==> config.mk <==
export PLATFORM = sky130hd
export DESIGN_NAME = bp_update_scheduler
export DESIGN_NICKNAME = d
export VERILOG_FILES = /design/src/rtl/bp_update_scheduler_pkg.sv /design/src/rtl/bp_req_fifo.sv /design/src/rtl/bp_update_scheduler.sv
export SDC_FILE = /design/constraint.sdc
export NUM_CORES = 1
export LEC_CHECK = 0
export CAP_MARGIN = 20
export CORE_ASPECT_RATIO = 0.8
export CORE_MARGIN = 10
export CORE_UTILIZATION = 40
export CTS_CLUSTER_SIZE = 20
export DETAILED_ROUTE_END_ITERATION = 6
export PLACE_DENSITY = 0.71
export SLEW_MARGIN = 0
export SYNTH_ARGS = -nofsm -noshare
export SYNTH_HDL_FRONTEND = slang
export SYNTH_SLANG_ARGS = --single-unit
==> constraint.sdc <==
create_clock -name clk -period 3.5 [get_ports clk]
set_input_delay 0.7 -clock clk [delete_from_list [all_inputs] [get_ports clk]]
set_output_delay 0.7 -clock clk [all_outputs]
set_load 0.01 [all_outputs]
==> src/rtl/bp_update_scheduler_pkg.sv <==
`default_nettype none
// ============================================================================
// Module   : bp_update_scheduler_pkg
// Purpose  : Shared definitions for the branch-predictor update scheduler:
//            default widths, BHT counter encodings, BHT write-op codes,
//            scheduler state encoding and the tag-width derivation.
// Ports    : none (package)
// Revision : 1.0 - initial release
// ============================================================================
package bp_update_scheduler_pkg;

  localparam int c_WORD_SIZE_DEF = 16;
  localparam int c_IDX_W_DEF     = 4;
  localparam int c_QDEPTH_DEF    = 4;

  // 2-bit saturating BHT counter states held in the predictor storage.
  typedef enum logic [1:0] {
    BHT_STRONG_NT = 2'b00,
    BHT_WEAK_NT   = 2'b01,
    BHT_WEAK_T    = 2'b10,
    BHT_STRONG_T  = 2'b11
  } bht_state_e;

  // Operation the storage applies to the BHT entry at wr_idx.
  typedef enum logic [1:0] {
    BHT_OP_INIT   = 2'b00,  // initialise to StrongTaken
    BHT_OP_INC    = 2'b01,  // saturating increment (taken)
    BHT_OP_DEC    = 2'b10,  // saturating decrement (not taken)
    BHT_OP_SET_ST = 2'b11   // force StrongTaken (unconditional jump)
  } bht_op_e;

  typedef enum logic [0:0] {
    ST_SWEEP = 1'b0,
    ST_RUN   = 1'b1
  } sched_state_e;

  // Tag is everything above the table index bits.
  function automatic int tag_width(input int word_size, input int idx_w);
    return word_size - idx_w;
  endfunction

endpackage
`default_nettype wire

==> src/rtl/bp_req_fifo.sv <==
`default_nettype none
// ============================================================================
// Module   : bp_req_fifo
// Purpose  : Small synchronous FIFO with synchronous clear. Pointers carry an
//            extra wrap bit so full and empty are distinguished without a
//            counter. A push while full is accepted only if a pop happens in
//            the same cycle.
// Ports    : clk, reset_n (sync, active-low)
//            i_clear  - empty the FIFO (wins over push/pop)
//            i_push   - write i_data
//            i_pop    - discard head entry
//            o_data   - head entry (valid when !o_empty)
//            o_empty, o_full - derived from registered pointers
// Revision : 1.0 - initial release
// ============================================================================
module bp_req_fifo #(
  parameter int WIDTH = 8,
  parameter int DEPTH = 4
) (
  input  logic             clk,
  input  logic             reset_n,
  input  logic             i_clear,
  input  logic             i_push,
  input  logic             i_pop,
  input  logic [WIDTH-1:0] i_data,
  output logic [WIDTH-1:0] o_data,
  output logic             o_empty,
  output logic             o_full
);

  localparam int AW = $clog2(DEPTH);

  logic [WIDTH-1:0] r_mem [DEPTH];
  logic [AW:0]      r_wptr;
  logic [AW:0]      r_rptr;

  logic w_empty;
  logic w_full;
  logic w_do_pop;
  logic w_do_push;

  assign w_empty   = (r_wptr == r_rptr);
  assign w_full    = (r_wptr[AW] != r_rptr[AW]) &&
                     (r_wptr[AW-1:0] == r_rptr[AW-1:0]);
  assign w_do_pop  = i_pop && !w_empty;
  assign w_do_push = i_push && (!w_full || w_do_pop);

  always_ff @(posedge clk) begin
    if (!reset_n) begin
      r_wptr <= '0;
      r_rptr <= '0;
    end else if (i_clear) begin
      r_wptr <= '0;
      r_rptr <= '0;
    end else begin
      if (w_do_push) r_wptr <= r_wptr + 1'b1;
      if (w_do_pop)  r_rptr <= r_rptr + 1'b1;
    end
  end

  // Storage needs no reset: validity is tracked entirely by the pointers.
  always_ff @(posedge clk) begin
    if (w_do_push && !i_clear) begin
      r_mem[r_wptr[AW-1:0]] <= i_data;
    end
  end

  assign o_data  = r_mem[r_rptr[AW-1:0]];
  assign o_empty = w_empty;
  assign o_full  = w_full;

endmodule
`default_nettype wire

==> src/rtl/bp_update_scheduler.sv <==
`default_nettype none
// ============================================================================
// Module   : bp_update_scheduler
// Purpose  : Serialises all writes into the branch predictor tables (BTB
//            target, tag, 2-bit BHT) through their single write port. Sources
//            are ID-stage BTB installs, EX-stage BHT updates and an internal
//            init/flush sweep that rewrites every entry.
// Ports    : clk, reset_n (sync, active-low), flush_req (restart sweep)
//            id_valid/id_pc/id_target        - BTB install request
//            ex_valid/ex_pc/ex_is_jump/ex_taken - BHT update request
//            id_full/ex_full                 - request queue full flags
//            wr_en/wr_btb/wr_bht/wr_idx/wr_tag/wr_target/bht_op - registered
//                                              table write port
//            sweep_busy - tables invalid, fetch must not use predictions
//            drop_cnt   - saturating count of requests lost to full queues
// Revision : 1.0 - initial release
// ============================================================================
module bp_update_scheduler
  import bp_update_scheduler_pkg::*;
#(
  parameter int WORD_SIZE = c_WORD_SIZE_DEF,
  parameter int IDX_W     = c_IDX_W_DEF,
  parameter int QDEPTH    = c_QDEPTH_DEF
) (
  input  logic                       clk,
  input  logic                       reset_n,
  input  logic                       flush_req,
  input  logic                       id_valid,
  input  logic [WORD_SIZE-1:0]       id_pc,
  input  logic [WORD_SIZE-1:0]       id_target,
  input  logic                       ex_valid,
  input  logic [WORD_SIZE-1:0]       ex_pc,
  input  logic                       ex_is_jump,
  input  logic                       ex_taken,
  output logic                       id_full,
  output logic                       ex_full,
  output logic                       wr_en,
  output logic                       wr_btb,
  output logic                       wr_bht,
  output logic [IDX_W-1:0]           wr_idx,
  output logic [WORD_SIZE-IDX_W-1:0] wr_tag,
  output logic [WORD_SIZE-1:0]       wr_target,
  output logic [1:0]                 bht_op,
  output logic                       sweep_busy,
  output logic [7:0]                 drop_cnt
);

  localparam int TAG_W = tag_width(WORD_SIZE, IDX_W);
  localparam int ID_W  = IDX_W + TAG_W + WORD_SIZE;  // {idx, tag, target}
  localparam int EX_W  = IDX_W + 2;                  // {idx, op}
  localparam logic [IDX_W-1:0] c_LAST_IDX = '1;

  // --------------------------------------------------------------------------
  // State and registered write port
  // --------------------------------------------------------------------------
  sched_state_e         r_state, w_state_nxt;
  logic [IDX_W-1:0]     r_sweep_idx, w_sweep_idx_nxt;
  logic                 r_wr_en, w_wr_en_nxt;
  logic                 r_wr_btb, w_wr_btb_nxt;
  logic                 r_wr_bht, w_wr_bht_nxt;
  logic [IDX_W-1:0]     r_wr_idx, w_wr_idx_nxt;
  logic [TAG_W-1:0]     r_wr_tag, w_wr_tag_nxt;
  logic [WORD_SIZE-1:0] r_wr_target, w_wr_target_nxt;
  logic [1:0]           r_bht_op, w_bht_op_nxt;
  logic [7:0]           r_drop_cnt, w_drop_cnt_nxt;

  // --------------------------------------------------------------------------
  // Request queues
  // --------------------------------------------------------------------------
  logic            w_id_push, w_id_pop, w_id_empty, w_id_full, w_id_drop;
  logic            w_ex_push, w_ex_pop, w_ex_empty, w_ex_full, w_ex_drop;
  logic [ID_W-1:0] w_id_din, w_id_head;
  logic [EX_W-1:0] w_ex_din, w_ex_head;
  logic [1:0]      w_ex_op;

  logic [IDX_W-1:0]     w_id_h_idx;
  logic [TAG_W-1:0]     w_id_h_tag;
  logic [WORD_SIZE-1:0] w_id_h_tgt;
  logic [IDX_W-1:0]     w_ex_h_idx;
  logic [1:0]           w_ex_h_op;
  logic                 w_pick_id;
  logic                 w_unused_ex_hi;

  assign w_ex_op  = ex_is_jump ? BHT_OP_SET_ST :
                    (ex_taken ? BHT_OP_INC : BHT_OP_DEC);
  assign w_id_din = {id_pc[IDX_W-1:0], id_pc[WORD_SIZE-1:IDX_W], id_target};
  assign w_ex_din = {ex_pc[IDX_W-1:0], w_ex_op};

  // Only the index of a resolved PC matters to the BHT.
  assign w_unused_ex_hi = ^ex_pc[WORD_SIZE-1:IDX_W];

  assign w_id_h_idx = w_id_head[ID_W-1 -: IDX_W];
  assign w_id_h_tag = w_id_head[WORD_SIZE +: TAG_W];
  assign w_id_h_tgt = w_id_head[WORD_SIZE-1:0];
  assign w_ex_h_idx = w_ex_head[EX_W-1 -: IDX_W];
  assign w_ex_h_op  = w_ex_head[1:0];

  // A full queue still accepts when its head leaves in the same cycle.
  // Requests presented on a flush cycle are discarded, not counted.
  assign w_id_push = id_valid && !flush_req && (!w_id_full || w_id_pop);
  assign w_id_drop = id_valid && !flush_req && w_id_full && !w_id_pop;
  assign w_ex_push = ex_valid && !flush_req && (!w_ex_full || w_ex_pop);
  assign w_ex_drop = ex_valid && !flush_req && w_ex_full && !w_ex_pop;

  bp_req_fifo #(
    .WIDTH (ID_W),
    .DEPTH (QDEPTH)
  ) u_id_q (
    .clk     (clk),
    .reset_n (reset_n),
    .i_clear (flush_req),
    .i_push  (w_id_push),
    .i_pop   (w_id_pop),
    .i_data  (w_id_din),
    .o_data  (w_id_head),
    .o_empty (w_id_empty),
    .o_full  (w_id_full)
  );

  bp_req_fifo #(
    .WIDTH (EX_W),
    .DEPTH (QDEPTH)
  ) u_ex_q (
    .clk     (clk),
    .reset_n (reset_n),
    .i_clear (flush_req),
    .i_push  (w_ex_push),
    .i_pop   (w_ex_pop),
    .i_data  (w_ex_din),
    .o_data  (w_ex_head),
    .o_empty (w_ex_empty),
    .o_full  (w_ex_full)
  );

  // ID normally yields to EX; it only takes priority once its queue is
  // full, so installs are not starved into drops by a busy EX stream.
  assign w_pick_id = !w_id_empty && (w_ex_empty || w_id_full);

  // --------------------------------------------------------------------------
  // Next-state / next-write logic
  // --------------------------------------------------------------------------
  always_comb begin
    w_state_nxt     = r_state;
    w_sweep_idx_nxt = r_sweep_idx;
    w_wr_en_nxt     = 1'b0;
    w_wr_btb_nxt    = 1'b0;
    w_wr_bht_nxt    = 1'b0;
    w_wr_idx_nxt    = r_wr_idx;
    w_wr_tag_nxt    = r_wr_tag;
    w_wr_target_nxt = r_wr_target;
    w_bht_op_nxt    = r_bht_op;
    w_id_pop        = 1'b0;
    w_ex_pop        = 1'b0;

    if (flush_req) begin
      w_state_nxt     = ST_SWEEP;
      w_sweep_idx_nxt = '0;
    end else begin
      case (r_state)
        ST_SWEEP: begin
          w_wr_en_nxt     = 1'b1;
          w_wr_btb_nxt    = 1'b1;
          w_wr_bht_nxt    = 1'b1;
          w_wr_idx_nxt    = r_sweep_idx;
          w_wr_tag_nxt    = '1;
          w_wr_target_nxt = '0;
          w_bht_op_nxt    = BHT_OP_INIT;
          w_sweep_idx_nxt = r_sweep_idx + 1'b1;
          if (r_sweep_idx == c_LAST_IDX) begin
            w_state_nxt = ST_RUN;
          end
        end

        ST_RUN: begin
          if (!w_id_empty && !w_ex_empty && (w_id_h_idx == w_ex_h_idx)) begin
            // Same entry targeted by both sources: merge into one write.
            w_wr_en_nxt     = 1'b1;
            w_wr_btb_nxt    = 1'b1;
            w_wr_bht_nxt    = 1'b1;
            w_wr_idx_nxt    = w_id_h_idx;
            w_wr_tag_nxt    = w_id_h_tag;
            w_wr_target_nxt = w_id_h_tgt;
            w_bht_op_nxt    = w_ex_h_op;
            w_id_pop        = 1'b1;
            w_ex_pop        = 1'b1;
          end else if (w_pick_id) begin
            w_wr_en_nxt     = 1'b1;
            w_wr_btb_nxt    = 1'b1;
            w_wr_idx_nxt    = w_id_h_idx;
            w_wr_tag_nxt    = w_id_h_tag;
            w_wr_target_nxt = w_id_h_tgt;
            w_id_pop        = 1'b1;
          end else if (!w_ex_empty) begin
            w_wr_en_nxt  = 1'b1;
            w_wr_bht_nxt = 1'b1;
            w_wr_idx_nxt = w_ex_h_idx;
            w_bht_op_nxt = w_ex_h_op;
            w_ex_pop     = 1'b1;
          end
        end

        default: begin
          w_state_nxt     = ST_SWEEP;
          w_sweep_idx_nxt = '0;
        end
      endcase
    end
  end

  // Saturating drop counter; both sources may drop in the same cycle.
  logic [8:0] w_drop_sum;
  assign w_drop_sum     = {1'b0, r_drop_cnt} + {8'b0, w_id_drop} + {8'b0, w_ex_drop};
  assign w_drop_cnt_nxt = w_drop_sum[8] ? 8'hFF : w_drop_sum[7:0];

  always_ff @(posedge clk) begin
    if (!reset_n) begin
      r_state     <= ST_SWEEP;
      r_sweep_idx <= '0;
      r_wr_en     <= 1'b0;
      r_wr_btb    <= 1'b0;
      r_wr_bht    <= 1'b0;
      r_wr_idx    <= '0;
      r_wr_tag    <= '0;
      r_wr_target <= '0;
      r_bht_op    <= 2'b00;
      r_drop_cnt  <= 8'h00;
    end else begin
      r_state     <= w_state_nxt;
      r_sweep_idx <= w_sweep_idx_nxt;
      r_wr_en     <= w_wr_en_nxt;
      r_wr_btb    <= w_wr_btb_nxt;
      r_wr_bht    <= w_wr_bht_nxt;
      r_wr_idx    <= w_wr_idx_nxt;
      r_wr_tag    <= w_wr_tag_nxt;
      r_wr_target <= w_wr_target_nxt;
      r_bht_op    <= w_bht_op_nxt;
      r_drop_cnt  <= w_drop_cnt_nxt;
    end
  end

  assign id_full    = w_id_full;
  assign ex_full    = w_ex_full;
  assign wr_en      = r_wr_en;
  assign wr_btb     = r_wr_btb;
  assign wr_bht     = r_wr_bht;
  assign wr_idx     = r_wr_idx;
  assign wr_tag     = r_wr_tag;
  assign wr_target  = r_wr_target;
  assign bht_op     = r_bht_op;
  assign sweep_busy = (r_state == ST_SWEEP);
  assign drop_cnt   = r_drop_cnt;

endmodule
`default_nettype wire
==> results <==
- The primary flip-flop cell chosen by synthesis mapping is sky130_fd_sc_hd__edfxtp_1.
- TritonCTS built the clock tree.
- The number of failing hold endpoints at the final stage is 0.
- CTS built an H-tree with a depth of 1.
- The count of buffers inserted at the top-level ports is 90.
- A synthesized cell averages approximately 16 sq um.
- sky130_fd_sc_hd__edfxtp_1 is the most common cell in the netlist.
- The via count of the routed design is between 4000 and 5000.
- The final count of negative-setup-slack endpoints is 0.
- Static timing analysis puts the maximum clock frequency at 297.0 MHz.
- The type of element launching the critical path is a register.
- In the routed design, unresolved DRC markers number 0.
- The count of pins over their slew limit is 0.
- The count of distinct cell types in the synthesized netlist is 48.
- The utilization of the core after routing is between 50% and 60%.
- The clock period minus worst slack is roughly 3400 ps.
- The master cell of the clock root buffer is sky130_fd_sc_hd__clkbuf_16.
- In this run the tightest slew margin relative to its limit is 59.65%.
- Net switching is around 21% of the power.
- Between clock sinks in the finished design, the worst skew comes to between 15 and 20 ps.
- Buffers inserted during clock tree synthesis total 23.
- The maximum vdd drop is 0.3672 mV.
- After synthesis the cells add up to between 0.008 and 0.009 sq mm.
- The routed length per instance is 19.54 microns.
- Routability-driven placement finished with a final weighted congestion of around 0.82.
- Adding up every negative setup slack in the final design gives 0 ps.
- In this run the vertical extent of the chip is between 150 and 200 microns.
- STA puts the critical path data required time at ~3900 ps.
- By count the netlist is led by sky130_fd_sc_hd__edfxtp_1, sky130_fd_sc_hd__dfxtp_1, sky130_fd_sc_hd__mux4_2, sky130_fd_sc_hd__inv_1, sky130_fd_sc_hd__nand2_1.
- The register bit count reported by yosys is approximately 220.
- In this run the standard cell core region covers 0.02088 sq mm.
- The number of synthesized flops with an enable pin is roughly 150.
- The wire length of the first global-routing pass is 28950 microns.
- The count of nets left with antenna violations once routing finished came out at 0.
- For the pin with the worst max-slew slack, the measured transition is around 600 ps.
- Summed over all layers, the global routing overflow is 0.
- The global routing met1 resource utilization is between 10% and 20%.
- The area growth from synthesis to layout is 24.69%.
- After synthesis, the share of flip-flops with an asynchronous set or reset is 0%.
- The number of global-route vias before repair is 5306.
- The cell type with the highest aggregate area in the netlist is sky130_fd_sc_hd__edfxtp_1.
- The later-pin clock latency in the skew report is about 500 ps.
- For this run, the number of Yosys warnings is 0.
- The effective utilization at floorplan is ~41%.
- The die boundary width is 183.5 microns.
- The max-capacitance violation count is 0.
- Dividing the detail-routed via count by the number of cells gives about 5.2.
- Synthesis produced a netlist whose cell count is approximately 530.
- The initial antenna violation count was 1.
- The initialized floorplan defines 47 standard-cell rows.
- The switching component of the power is 1.084 mW.
- The area taken by multi-input logic gates is roughly 0.0025 sq mm.
- The fraction of final layout cells sized beyond drive strength 1 is around a fifth.
- Entering global routing, the biggest net connects 42 pins.
- The part of the power in registers is between 50% and 60%.
- The layout has ~1700 filler cells.
- The highest fanout seen on the critical path is 6.
- Clock tree synthesis found a total of roughly 220 sinks.
- The number of nets in the synthesized netlist is about 590.
- Wires add up to 18210 microns.
- 0 antenna diodes ended up in the layout.
- The period utilization is between 90% and 100%.
- The total area of sequential cells is approximately 0.0059 sq mm.
- The worst hold path class is reg2reg.
- In this run, the number of DRC markers left after iteration 0 of detailed routing was 348.
- The post-DP HPWL is roughly 12000 microns.
- The first-pass iteration count of the detailed router is 4.
- The floorplan step defined a die boundary enclosing about 0.028 sq mm.
- For this run, the total global-route usage over all layers was measured as 13.18%.
- The worst setup path is captured at a register.
- The sum of internal, switching and leakage power is between 5 and 6 mW.
- At the end of the flow, the number of nets in the layout was roughly 710.
- For this design the ratio of total power to cell area is slightly below 500 mW/mm^2.
- Clock-pin slew was measured on the worst setup and hold paths at 60 ps.
- The flow ran to the end, and the final reports show no timing, DRC or antenna violations.
- The global-route met2 utilization is 22.87%.
- Combinational cells account for approximately 4.7% of the total power.
- The reported leakage power is 3.583 nW.
- The global-route met3 utilization is under 10%.
- At the worst endpoint, the arrival time is about 3800 ps.
- The most used routing layer in global routing is met2.
- In the post-synthesis netlist, the biggest area contributors are sky130_fd_sc_hd__edfxtp_1, sky130_fd_sc_hd__dfxtp_1, sky130_fd_sc_hd__mux4_2, sky130_fd_sc_hd__o2bb2ai_2, sky130_fd_sc_hd__mux2i_1.
- approximately 100 I/O pins were placed.
- The post-route cell area is about 0.011 sq mm.
- The clock passes through at most 3 buffers.
- After detailed placement, the total cell area comes to around 0.01 sq mm.
- After synthesis, flip-flops and latches occupy between 60% and 70% of the total area.
- In this run, the clock network consumes about two fifths of the power.
- The share of the synthesized area in the top cell type is 53.39%.
- The worst setup path is of the reg2reg kind.
- Cell internal power was estimated by the tool at just over 4 mW.
==> worst max-delay path, stage by stage (launching register included) <==
cell and delay [ps]:
sky130_fd_sc_hd__dfxtp_2 360, sky130_fd_sc_hd__mux4_2 550, sky130_fd_sc_hd__xor2_1 170, sky130_fd_sc_hd__or3_4 410, sky130_fd_sc_hd__buf_4 150, sky130_fd_sc_hd__a2bb2oi_2 130
sky130_fd_sc_hd__nor2_2 120, sky130_fd_sc_hd__nor3_2 70, sky130_fd_sc_hd__fa_2 370, sky130_fd_sc_hd__and3_4 220, sky130_fd_sc_hd__and3_1 190, sky130_fd_sc_hd__and3_1 210
sky130_fd_sc_hd__nand2_2 130, sky130_fd_sc_hd__o21a_1 140, sky130_fd_sc_hd__nor2_1 40
==> registers in the layout (all words and copies together) (netlist names), named ones only <==
| register | cells |
|---|---|
| bht_op | 2 |
| u_id_q.r_mem | 128 |
| wr_btb | 1 |
| drop_cnt | 8 |
| wr_bht | 1 |
| wr_idx | 4 |
| r_state | 1 |
| u_ex_q.r_wptr | 3 |
| u_id_q.r_rptr | 3 |
| u_ex_q.r_mem | 24 |
| wr_tag | 12 |
| r_sweep_idx | 4 |
| u_id_q.r_wptr | 3 |
| wr_en | 1 |
| u_ex_q.r_rptr | 3 |
| wr_target | 16 |
==> cell usage in the layout (no fill, tap or decap), drive strengths merged, types with 5 or more instances in the layout <==
cell	count
clkinv	10
xnor2	14
xor2	5
a21oi	16
ha	11
buf	31
edfxtp	152
o21ai	20
clkbuf	30
nand2b	6
o2bb2ai	16
and2	9
dfxtp	66
nor3	5
nor2	20
mux4	38
nand3	12
nand2	21
mux2i	14
inv	28
nand4	5
clkdlybuf4s50	90
==> routing by layer <==
metal  routed length, microns  share of wire (%)
met1                     7619                 42
met2                     9160                 50
met3                      959                5.3
met4                      461                2.5
met5                       13              0.071
==> final timing paths <==
path                            startpoint           to  cells past startpoint  slack, ps
worst min-delay path             wr_tag[8]    wr_tag[8]                      2        460
worst max-delay path              register  drop_cnt[4]                     14        130
worst max register to register    register  drop_cnt[4]                     14        130
worst min register to register   wr_tag[8]    wr_tag[8]                      2        460
==> per-stage QoR <==
| stage | instances | hold WS (ps) | worst slack, ps |
|---|---|---|---|
| finish | 932 | 457.1 | 132.9 |
| global route | 932 | 480.1 | -26.77 |
| CTS | 931 | 459.6 | 16.40 |
| detailed placement | 890 | 447.1 | 4.445 |
| global placement | 890 | 444.3 | 39.29 |
| floorplan | 526 | 462.1 | 25.47 |
==> cells by family after synthesis <==
kind of cell	Yosys count	synth area share, %
AOI/OAI and AO/OA	78	7.244
xor gates and xnor gates	19	1.946
adders and majority gates	12	1.844
buffers and inverters	54	2.927
DFF	218	68.84
muxes	52	11.69
and+or+nand+nor	93	5.503
==> power by group through the flow <==
stage / sequential, mW / combinational, mW / clock, mW
final: 2.82 / 0.244 / 2.17
after global routing: 2.82 / 0.266 / 2.33
after CTS: 2.82 / 0.242 / 2.23
after detailed placement: 2.87 / 0.240 / 0
after global placement: 2.87 / 0.231 / 0
after floorplan: 2.88 / 0.0983 / 0
==> cell type report <==
cell class | count | share of cell area, %
flip-flops and latches | 218 | 55.25
multi-input cells | 254 | 23.27
repair buffers | 121 | 11.02
clock buffers | 30 | 5.739
well taps | 269 | 3.157
inverters | 29 | 1.021
clock inverters | 11 | 0.5399
==> what timing repair did <==
action,CTS,global route
resized for setup,1,12
endpoints found under the setup margin,2,8
hold buffers,0,0
buffers inserted,0,1
pin swaps,0,4
No activity file was read; power rests on OpenSTA's default activity.
